<file path="src/rtl/palin_pkg.sv">
// Shared definitions for the serial palindrome detector: FSM encoding,
// legal window bounds and the fill-counter width helper.
package palin_pkg;

    typedef enum logic {
        S_FILL = 1'b0,
        S_FULL = 1'b1
    } state_t;

    localparam int WIDTH_MIN = 2;
    localparam int WIDTH_MAX = 32;

    // The counter must represent 0..width inclusive.
    function automatic int fill_cnt_w(input int width);
        return $clog2(width + 1);
    endfunction

endpackage

</file>
<file path="src/rtl/palin_check.sv">
// Combinational palindrome test on a WIDTH-bit vector; the middle bit of an
// odd-length vector does not take part in the comparison.
module palin_check #(
    parameter int WIDTH = 5
) (
    input  logic [WIDTH-1:0] i_vec,
    output logic             o_pal
);

    localparam int HALF = WIDTH / 2;

    logic [HALF-1:0] w_match;

    for (genvar i = 0; i < HALF; i++) begin : g_pair
        assign w_match[i] = (i_vec[i] == i_vec[WIDTH-1-i]);
    end

    assign o_pal = &w_match;

endmodule

</file>
<file path="src/rtl/palin_detect_nbit.sv">
// Serial WIDTH-bit palindrome detector with framed or sliding windows and a
// saturating hit counter. Optional synchronous flush input: PALIN_FLUSH_EN.
module palin_detect_nbit
    import palin_pkg::*;
#(
    parameter int WIDTH   = 5,
    parameter int OVERLAP = 0,
    parameter int CNT_W   = 8
) (
    input  logic             clk,
    input  logic             rst,
`ifdef PALIN_FLUSH_EN
    input  logic             flush,
`endif
    input  logic             in_valid,
    input  logic             serial_in,
    output logic             out,
    output logic [CNT_W-1:0] pal_count
);

    localparam int               FILL_W    = fill_cnt_w(WIDTH);
    localparam logic [FILL_W-1:0] FILL_LAST = FILL_W'(WIDTH - 1);
    localparam logic [FILL_W-1:0] FILL_ONE  = FILL_W'(1);
    localparam logic             SLIDE     = (OVERLAP != 0);
    localparam logic [CNT_W-1:0] CNT_MAX   = {CNT_W{1'b1}};
    localparam logic [CNT_W-1:0] CNT_ONE   = CNT_W'(1);

    if (WIDTH < WIDTH_MIN || WIDTH > WIDTH_MAX) begin : g_bad_width
        $error("palin_detect_nbit: WIDTH out of legal range");
    end

    state_t             r_state;
    state_t             w_state_nxt;
    logic [WIDTH-1:0]   r_win;
    logic [WIDTH-1:0]   w_win_nxt;
    logic [WIDTH-1:0]   w_win_shift;
    logic [FILL_W-1:0]  r_fill;
    logic [FILL_W-1:0]  w_fill_nxt;
    logic               r_out;
    logic               w_out_nxt;
    logic [CNT_W-1:0]   r_count;
    logic [CNT_W-1:0]   w_count_nxt;
    logic               w_flush;
    logic               w_accept;
    logic               w_complete;
    logic               w_pal;

`ifdef PALIN_FLUSH_EN
    assign w_flush = flush;
`else
    assign w_flush = 1'b0;
`endif

    // A flushed edge drops the presented bit.
    assign w_accept    = in_valid & ~w_flush;
    assign w_win_shift = {r_win[WIDTH-2:0], serial_in};

    palin_check #(
        .WIDTH (WIDTH)
    ) u_check (
        .i_vec (w_win_shift),
        .o_pal (w_pal)
    );

    // State register.
    always_ff @(posedge clk) begin
        if (rst) begin
            r_state <= S_FILL;
        end else begin
            r_state <= w_state_nxt;
        end
    end

    // Next-state logic.
    always_comb begin
        w_state_nxt = r_state;
        if (w_flush) begin
            w_state_nxt = S_FILL;
        end else if (w_accept) begin
            case (r_state)
                S_FILL:  w_state_nxt = (r_fill == FILL_LAST) ? S_FULL : S_FILL;
                S_FULL:  w_state_nxt = SLIDE ? S_FULL : S_FILL;
                default: w_state_nxt = S_FILL;
            endcase
        end else begin
            w_state_nxt = r_state;
        end
    end

    // Datapath and output next values.
    always_comb begin
        w_complete = 1'b0;
        w_fill_nxt = r_fill;
        w_win_nxt  = r_win;
        if (w_flush) begin
            w_fill_nxt = '0;
            w_win_nxt  = '0;
        end else if (w_accept) begin
            w_win_nxt = w_win_shift;
            case (r_state)
                S_FILL: begin
                    w_complete = (r_fill == FILL_LAST);
                    w_fill_nxt = r_fill + FILL_ONE;
                end
                S_FULL: begin
                    // Framed mode: this bit opens a fresh frame.
                    w_complete = SLIDE;
                    w_fill_nxt = SLIDE ? r_fill : FILL_ONE;
                end
                default: begin
                    w_complete = 1'b0;
                    w_fill_nxt = '0;
                end
            endcase
        end else begin
            w_fill_nxt = r_fill;
            w_win_nxt  = r_win;
        end

        w_out_nxt = w_complete & w_pal;

        if (w_out_nxt && (r_count != CNT_MAX)) begin
            w_count_nxt = r_count + CNT_ONE;
        end else begin
            w_count_nxt = r_count;
        end
    end

    // Datapath and output registers.
    always_ff @(posedge clk) begin
        if (rst) begin
            r_win   <= '0;
            r_fill  <= '0;
            r_out   <= 1'b0;
            r_count <= '0;
        end else begin
            r_win   <= w_win_nxt;
            r_fill  <= w_fill_nxt;
            r_out   <= w_out_nxt;
            r_count <= w_count_nxt;
        end
    end

    assign out       = r_out;
    assign pal_count = r_count;

endmodule

</file>
<file path="config.mk">
export PLATFORM = sky130hd
export DESIGN_NAME = palin_detect_nbit
export DESIGN_NICKNAME = d
export VERILOG_FILES = /design/src/rtl/palin_pkg.sv /design/src/rtl/palin_check.sv /design/src/rtl/palin_detect_nbit.sv
export SDC_FILE = /design/constraint.sdc
export NUM_CORES = 1
export LEC_CHECK = 0
export CAP_MARGIN = 25
export CORE_MARGIN = 5
export CORE_UTILIZATION = 50
export CTS_BUF_LIST = sky130_fd_sc_hd__clkbuf_4
export DETAILED_ROUTE_END_ITERATION = 12
export PLACE_DENSITY = 0.8
export RECOVER_POWER = 100
export SYNTH_ARGS = -nofsm -noshare
export SYNTH_HDL_FRONTEND = slang
export SYNTH_HIERARCHICAL = 1
export SYNTH_SLANG_ARGS = --single-unit
</file>
<file path="constraint.sdc">
create_clock -name clk -period 2.4 [get_ports clk]
set_input_delay 0.24 -clock clk [delete_from_list [all_inputs] [get_ports clk]]
set_output_delay 0.24 -clock clk [all_outputs]
set_load 0.01 [all_outputs]
</file>
==> results of run 1 <==
==> stage by stage <==
step | total power [mW] | utilization (%) | cell area [sq um]
after floorplan | 0.329 | - | 878
after global placement | 0.338 | 59.7 | 1010
after detailed placement | 0.341 | 59.7 | 1010
after CTS | 0.497 | 61.3 | 1040
after global routing | 0.511 | 58.5 | 988
final | 0.484 | 58.5 | 988
==> area by class of cell <==
| type | count | share of cell area (%) |
|---|---|---|
| tap | 17 | 2.15 |
| inverter | 4 | 1.52 |
| clock inverter | 1 | 0.506 |
| clock buffer | 3 | 2.28 |
| multi-input combinational | 67 | 45.8 |
| sequential | 17 | 34.4 |
| timing repair buffer | 14 | 13.3 |
==> final timing paths <==
check	end	slack (ns)	cells after the start
max	pal_count[0]	0.65	6
min	r_fill[0]	0.51	1
max reg2reg	pal_count[0]	0.65	5
min reg2reg	r_fill[0]	0.51	1
==> layer usage <==
layer	part of all wire [%]	up-vias
met2	49	13
met3	6.1	4
met5	0	-
met1	43	318
li1	-	359
met4	1.1	0
==> cell families after synthesis <==
logic type                 count (synthesis)
adders and majority gates                  3
AOI/OAI and AO/OA                         15
xor gates and xnor gates                   2
DFF                                       17
buffers and inverters                      7
muxes                                      7
and+or+nand+nor                           40
==> flip-flops by register name, indices dropped and copies added (netlist names) <==
signal,cells
r_win,4
pal_count,8
r_fill,3
out,1
r_state,1
==> Yosys cell counts, drive strengths merged, types with 3 or more instances <==
cell type	count	area, sq um
a21oi	4	20.0
a31oi	3	33.8
and3	3	21.3
dfxtp	17	340
ha	3	37.5
inv	4	15.0
mux2i	5	50.1
nand2	5	18.8
nand2b	3	18.8
nand4	5	46.3
nor2	13	56.3
==> report_power, final <==
| part | switching, mW | internal (mW) |
|---|---|---|
| clock network | 0.0928 | 0.0621 |
| registers | 0.00381 | 0.287 |
| logic | 0.0201 | 0.0183 |
| total | 0.117 | 0.367 |
==> worst register-to-register path, cell delays in order, from the launching register on <==
cell and delay [ns]:
dfxtp_1 0.35, xor2_1 0.16, nor2_1 0.19, nand4_1 0.26
a31oi_1 0.36, mux2_4 0.33
==> results.md, run 1 <==
* Largest family of logic cells by synthesized area: simple AND/OR/NAND/NOR gates
* Main flop type after synthesis: dfxtp_1
* # diodes at 0
* WP buf/inv at 1
* Max FO, Critical Path at 6
* Slew margin rel. at 73.8%
* Syn Inst Count at 91
* CP delay by family, top: buffers and inverters
* Flops & latches, synth at 17
* Final clock skew at 0.00509 ns
* Area Growth Syn to Fin at 12.5%
* Nets@finish at 114
* M2 GR Usage at 23.6%
* Post-synthesis mux area share at 8.69%
* Final Max Slew Viols at 0
* Die height at 51.9 microns
* Pin count of the biggest net entering global routing at 13
* Worst hold path type: flip-flop to flip-flop
* Hold Crit Start: r_fill[0]
* Clock root buffer: clkbuf_4
* Vias in the first global route at 646
* FP Rows at 15
* Clock sinks at 17
* Maximum clock path buffer count at 2
* Startpoint Class: primary input
* Syn Area/Cell at 9.65 sq um
* Syn Std Cell Area at 878 sq um
* Post-DRT Antenna Nets at 0
* Grt peak-use layer: met2
* Post-Synth XOR/XNOR Area at 1.99%
* CTS Hold Bufs at 0
* Peak supply drop at 0.000386 V
* Crit-path max cell delay at 0.43 ns
* Synth Area in Simple Gates at 27.9%
* Die width at 51.9 microns
* Status: complete, no violations
* Grt met3 use at 5.44%
* First-pass iteration count of the detailed router at 4
* Total Wirelength at 1570 microns
* Commonest non-fill, non-tap cell in the layout: dfxtp_1
* Setup ws final at 0.650 ns
* Initial DRC count at 5
* Yosys warns at 6
* Worst EP required at 2.59 ns
* Slowest cell on crit path: clkdlybuf4s50_1
* Port Buffers at 12
* CP Class: primary input to flip-flop
* Multi-input gate area at 453 sq um
* Asr flop ratio synth at 0%
* DP Cell Count at 119
* Post-synth EDFFs at 0
* Clock slew at reported path FFs at 0.10 ns
* Critical path launch point: serial_in
* Via density at 5.64
* CP endpoint kind: flip-flop
* MaxCap Viol Count at 0
* Final hold vios at 0
* GRT Util Overall at 13.7%
* CORE AREA at 1690 sq um
* FF+latch area at 340 sq um
* Most frequent cells in the layout: dfxtp_1, nor2_1, dlygate4sd3_1
* Crit path arrival time at 1.94 ns
* Global-route wire length before repair at 2740 microns
* Initial Util at 52.0%
* Antenna violations before repair at 0
* Post-CTS setup-driven buffer insertion count at 0
* Layout cell share with drive strength beyond 1 at 9.43%
* RSZ-0062 raised after global routing: false
* CTS Buf Count at 3
* DR vias at 694
* CTS tree: yes
* Cts repair resizes at 0
* Layout fillers at 166
* Final hold slack at 0.506 ns
* Worst reg2reg startpoint: r_win[2]
* Wire per inst at 12.8 microns
* P per Cell Area at 490 nW/um^2
* Io pins at 13
* Congestion Overflow GR at 0
* Final period utilization at 72.9%
* Compound-gate portion of the synthesized area at 13.7%
* Adder-cell share of the synthesized area at 4.27%
* Endpoints failing setup at 0
* Minimum clock period at 1.75 ns
* Final HPWL DP at 1220 microns
* CTS H-Tree Depth at 1
* Die Footprint at 2690 sq um
* Drc violations at 0
* Worst slew pin tran at 0.392 ns
* Skew-Pair Late Insertion Delay at 0.30 ns
* Routability Congestion at 0.812
* Net count after synthesis at 98
* Max Freq at 571 MHz
* Synth cell types at 34
* CP cell instances: clkdlybuf4s50_1, xor2_1, nor2_1, nand4_1, a31oi_1, mux2_4
* Post-synthesis sequential area ratio at 38.7%
* GRT met1 Usage at 15.5%
* Setup TNS Final at 0 ns
* Non-filler cells, final at 123
* Setup Slack @ Placement at 0.342 ns
* LEAKAGE at 0.422 nW
No activity file was read; power rests on OpenSTA's default activity.
==> inputs of run 2 (changes only) <==
clock period = 1.74 ns   (was 2.4 ns; I/O delays follow)
==> results.md, run 2 (synthesized netlist as in run 1, its figures left out) <==
* Peak supply drop at 0.000445 V (was 0.000386 V)
* CORE AREA at 1690 sq um (unchanged)
* Met2 WL at 853 microns (was 775 microns)
* Maximum clock path buffer count at 2 (unchanged)
* Io pins at 13 (unchanged)
* # diodes at 0 (unchanged)
* FP Rows at 15 (unchanged)
* Final HPWL DP at 1270 microns (was 1220 microns)
* Tot Pwr at 0.689 mW (was 0.484 mW)
* Status: complete, no violations (unchanged)
* Final Cell Area at 1080 sq um (was 988 sq um)
* Die Footprint at 2690 sq um (unchanged)
* DR vias at 721 (was 694)
* MaxCap Viol Count at 0 (unchanged)
* Endpoints failing setup at 0 (unchanged)
* Hold Crit Start: r_fill[0] (unchanged)
* Die width at 51.9 microns (unchanged)
* Setup Slack @ Placement at -0.196 ns (was 0.342 ns)
* Setup slack, reg-to-reg at 0.16 ns (was 0.65 ns)
* CP cell instances: dlygate4sd3_1 (was clkdlybuf4s50_1, xor2_1, nor2_1, nand4_1, a31oi_1, mux2_4)
* Clock sinks at 17 (unchanged)
* CP endpoint kind: output port (was flip-flop)
* Routed length on met1 at 676 microns (was 679 microns)
* CP endpoint: pal_count[3] (was pal_count[0])
* Die height at 51.9 microns (unchanged)
* Wire per inst at 12.9 microns (was 12.8 microns)
* Max FFs per register at 8 (unchanged)
* Vias in the first global route at 699 (was 646)
* Layout cell share with drive strength beyond 1 at 16.8% (was 9.43%)
* Port Buffers at 12 (unchanged)
* Global-route wire length before repair at 2920 microns (was 2740 microns)
* Via density at 5.55 (was 5.64)
* CP delay by family, top: buffers and inverters (unchanged)
* Crit path arrival time at 1.42 ns (was 1.94 ns)
* Area post-placement at 1060 sq um (was 1010 sq um)
* R2R Path End: pal_count[5] (was pal_count[0])
* Initial DRC count at 9 (was 5)
* Max FO, Critical Path at 9 (was 6)
* Congestion Overflow GR at 0 (unchanged)
* Worst reg2reg startpoint: r_win[2] (unchanged)
* CTS Hold Bufs at 0 (unchanged)
* Area Growth Syn to Fin at 22.5% (was 12.5%)
* LEAKAGE at 0.437 nW (was 0.422 nW)
* Nets@finish at 121 (was 114)
* Setup ws final at 0.146 ns (was 0.650 ns)
* Slew margin rel. at 72.1% (was 73.8%)
* Setup TNS Final at 0 ns (unchanged)
* CTS tree: yes (unchanged)
* Commonest non-fill, non-tap cell in the layout: dfxtp_1 (unchanged)
* Crit-path max cell delay at 0.65 ns (was 0.43 ns)
* Final period utilization at 91.6%
* Pin count of the biggest net entering global routing at 19 (was 13)
* Max Freq at 628 MHz
* Final Max Slew Viols at 0 (unchanged)
* Final clock skew at 0.00421 ns (was 0.00509 ns)
* Worst hold path type: flip-flop to flip-flop (unchanged)
* Final hold vios at 0 (unchanged)
* Startpoint Class: flip-flop (was primary input)
* Initial Util at 52.0% (unchanged)
* Worst EP required at 1.57 ns (was 2.59 ns)
* Minimum clock period at 1.59 ns
* GRT Util Overall at 15.0% (was 13.7%)
* Post-CTS setup-driven buffer insertion count at 0 (unchanged)
* Skew-Pair Late Insertion Delay at 0.30 ns (about the same)
* R2r worst-path depth at 6 (was 5)
* Clock slew at reported path FFs at 0.10 ns (about the same)
* Uppermost routed layer: met4 (unchanged)
* Clock root buffer: clkbuf_4 (unchanged)
* RSZ-0062 raised after global routing: false (unchanged)
* Stages on the worst setup path at 1 (was 6)
* Slowest cell on crit path: dlygate4sd3_1 (was clkdlybuf4s50_1)
* Drc violations at 0 (unchanged)
* Met3 WL at 93 microns (was 95 microns)
* Most frequent cells in the layout: dfxtp_1, nor2_1, dlygate4sd3_1 (unchanged)
* Worst slew pin tran at 0.419 ns (was 0.392 ns)
* Total Wirelength at 1680 microns (was 1570 microns)
* Routability Congestion at 0.823 (was 0.812)
* CTS H-Tree Depth at 1 (unchanged)
* Post-DRT Antenna Nets at 0 (unchanged)
* WP buf/inv at 1 (unchanged)
* Critical path launch point: pal_count[3] (was serial_in)
* P per Cell Area at 641 nW/um^2 (was 490 nW/um^2)
* CTS Buf Count at 3 (unchanged)
* CP Class: flip-flop to output port (was primary input to flip-flop)
* First-pass iteration count of the detailed router at 4 (unchanged)
* Antenna violations before repair at 0 (unchanged)
run 2: changes by cell type in the layout (fill, tap and decap cells not counted), sizes merged:
cell,previous run,this run
clkinv,1,0
buf,1,5
clkbuf,4,8
run 2: worst reg2reg max path, delay by kind of cell, from the launching register on:
| kind | cells | cell delay (ns) |
|---|---|---|
| AND/OR/NAND/NOR | 4 | 0.63 |
| flip-flops | 1 | 0.34 |
| XOR/XNOR | 1 | 0.17 |
| multiplexers | 1 | 0.33 |
run 2: worst min-delay path by stage:
stage,cells after the start,slack [ns],endpoint
global placement,2,0.48,r_win[2]
CTS,2,0.51,r_win[1]
global route,2,0.54,r_win[2]
detailed placement,2,0.49,r_win[1]
finish,1,0.51,r_fill[0]
floorplan,2,0.32,r_win[0]
run 2: timing repair:
item	CTS	global route
hold endpoints to repair	0	0
endpoints found under the setup margin	0	1
resized for setup	0	1
run 2: layout make-up:
type	count	area, sq um
clock buffer	4	30.0
fill	152	613
inverter	4	15.0
multi-input combinational	67	493
sequential	17	340
tap	17	21.3
timing repair buffer	21	176
run 2: stage by stage:
step / utilization [%] / cells / hold WS [ns]
floorplan: - / 91 / 0.321
global placement: 62.8 / 126 / 0.478
detailed placement: 62.8 / 126 / 0.488
CTS: 64.6 / 130 / 0.512
global route: 63.7 / 130 / 0.539
finish: 63.7 / 130 / 0.512
run 2: per-layer routing:
layer / vias up / global-route usage, %
met5: - / 0
met4: 0 / 10.5
met3: 4 / 4.58
met2: 13 / 26.6
met1: 336 / 14.6
li1: 368 / -
run 2: where the power goes:
| part | total, mW | switching [mW] | internal (mW) |
|---|---|---|---|
| clock network | 0.230 | 0.125 | 0.105 |
| registers | 0.402 | 0.00569 | 0.396 |
| logic | 0.0577 | 0.0302 | 0.0276 |
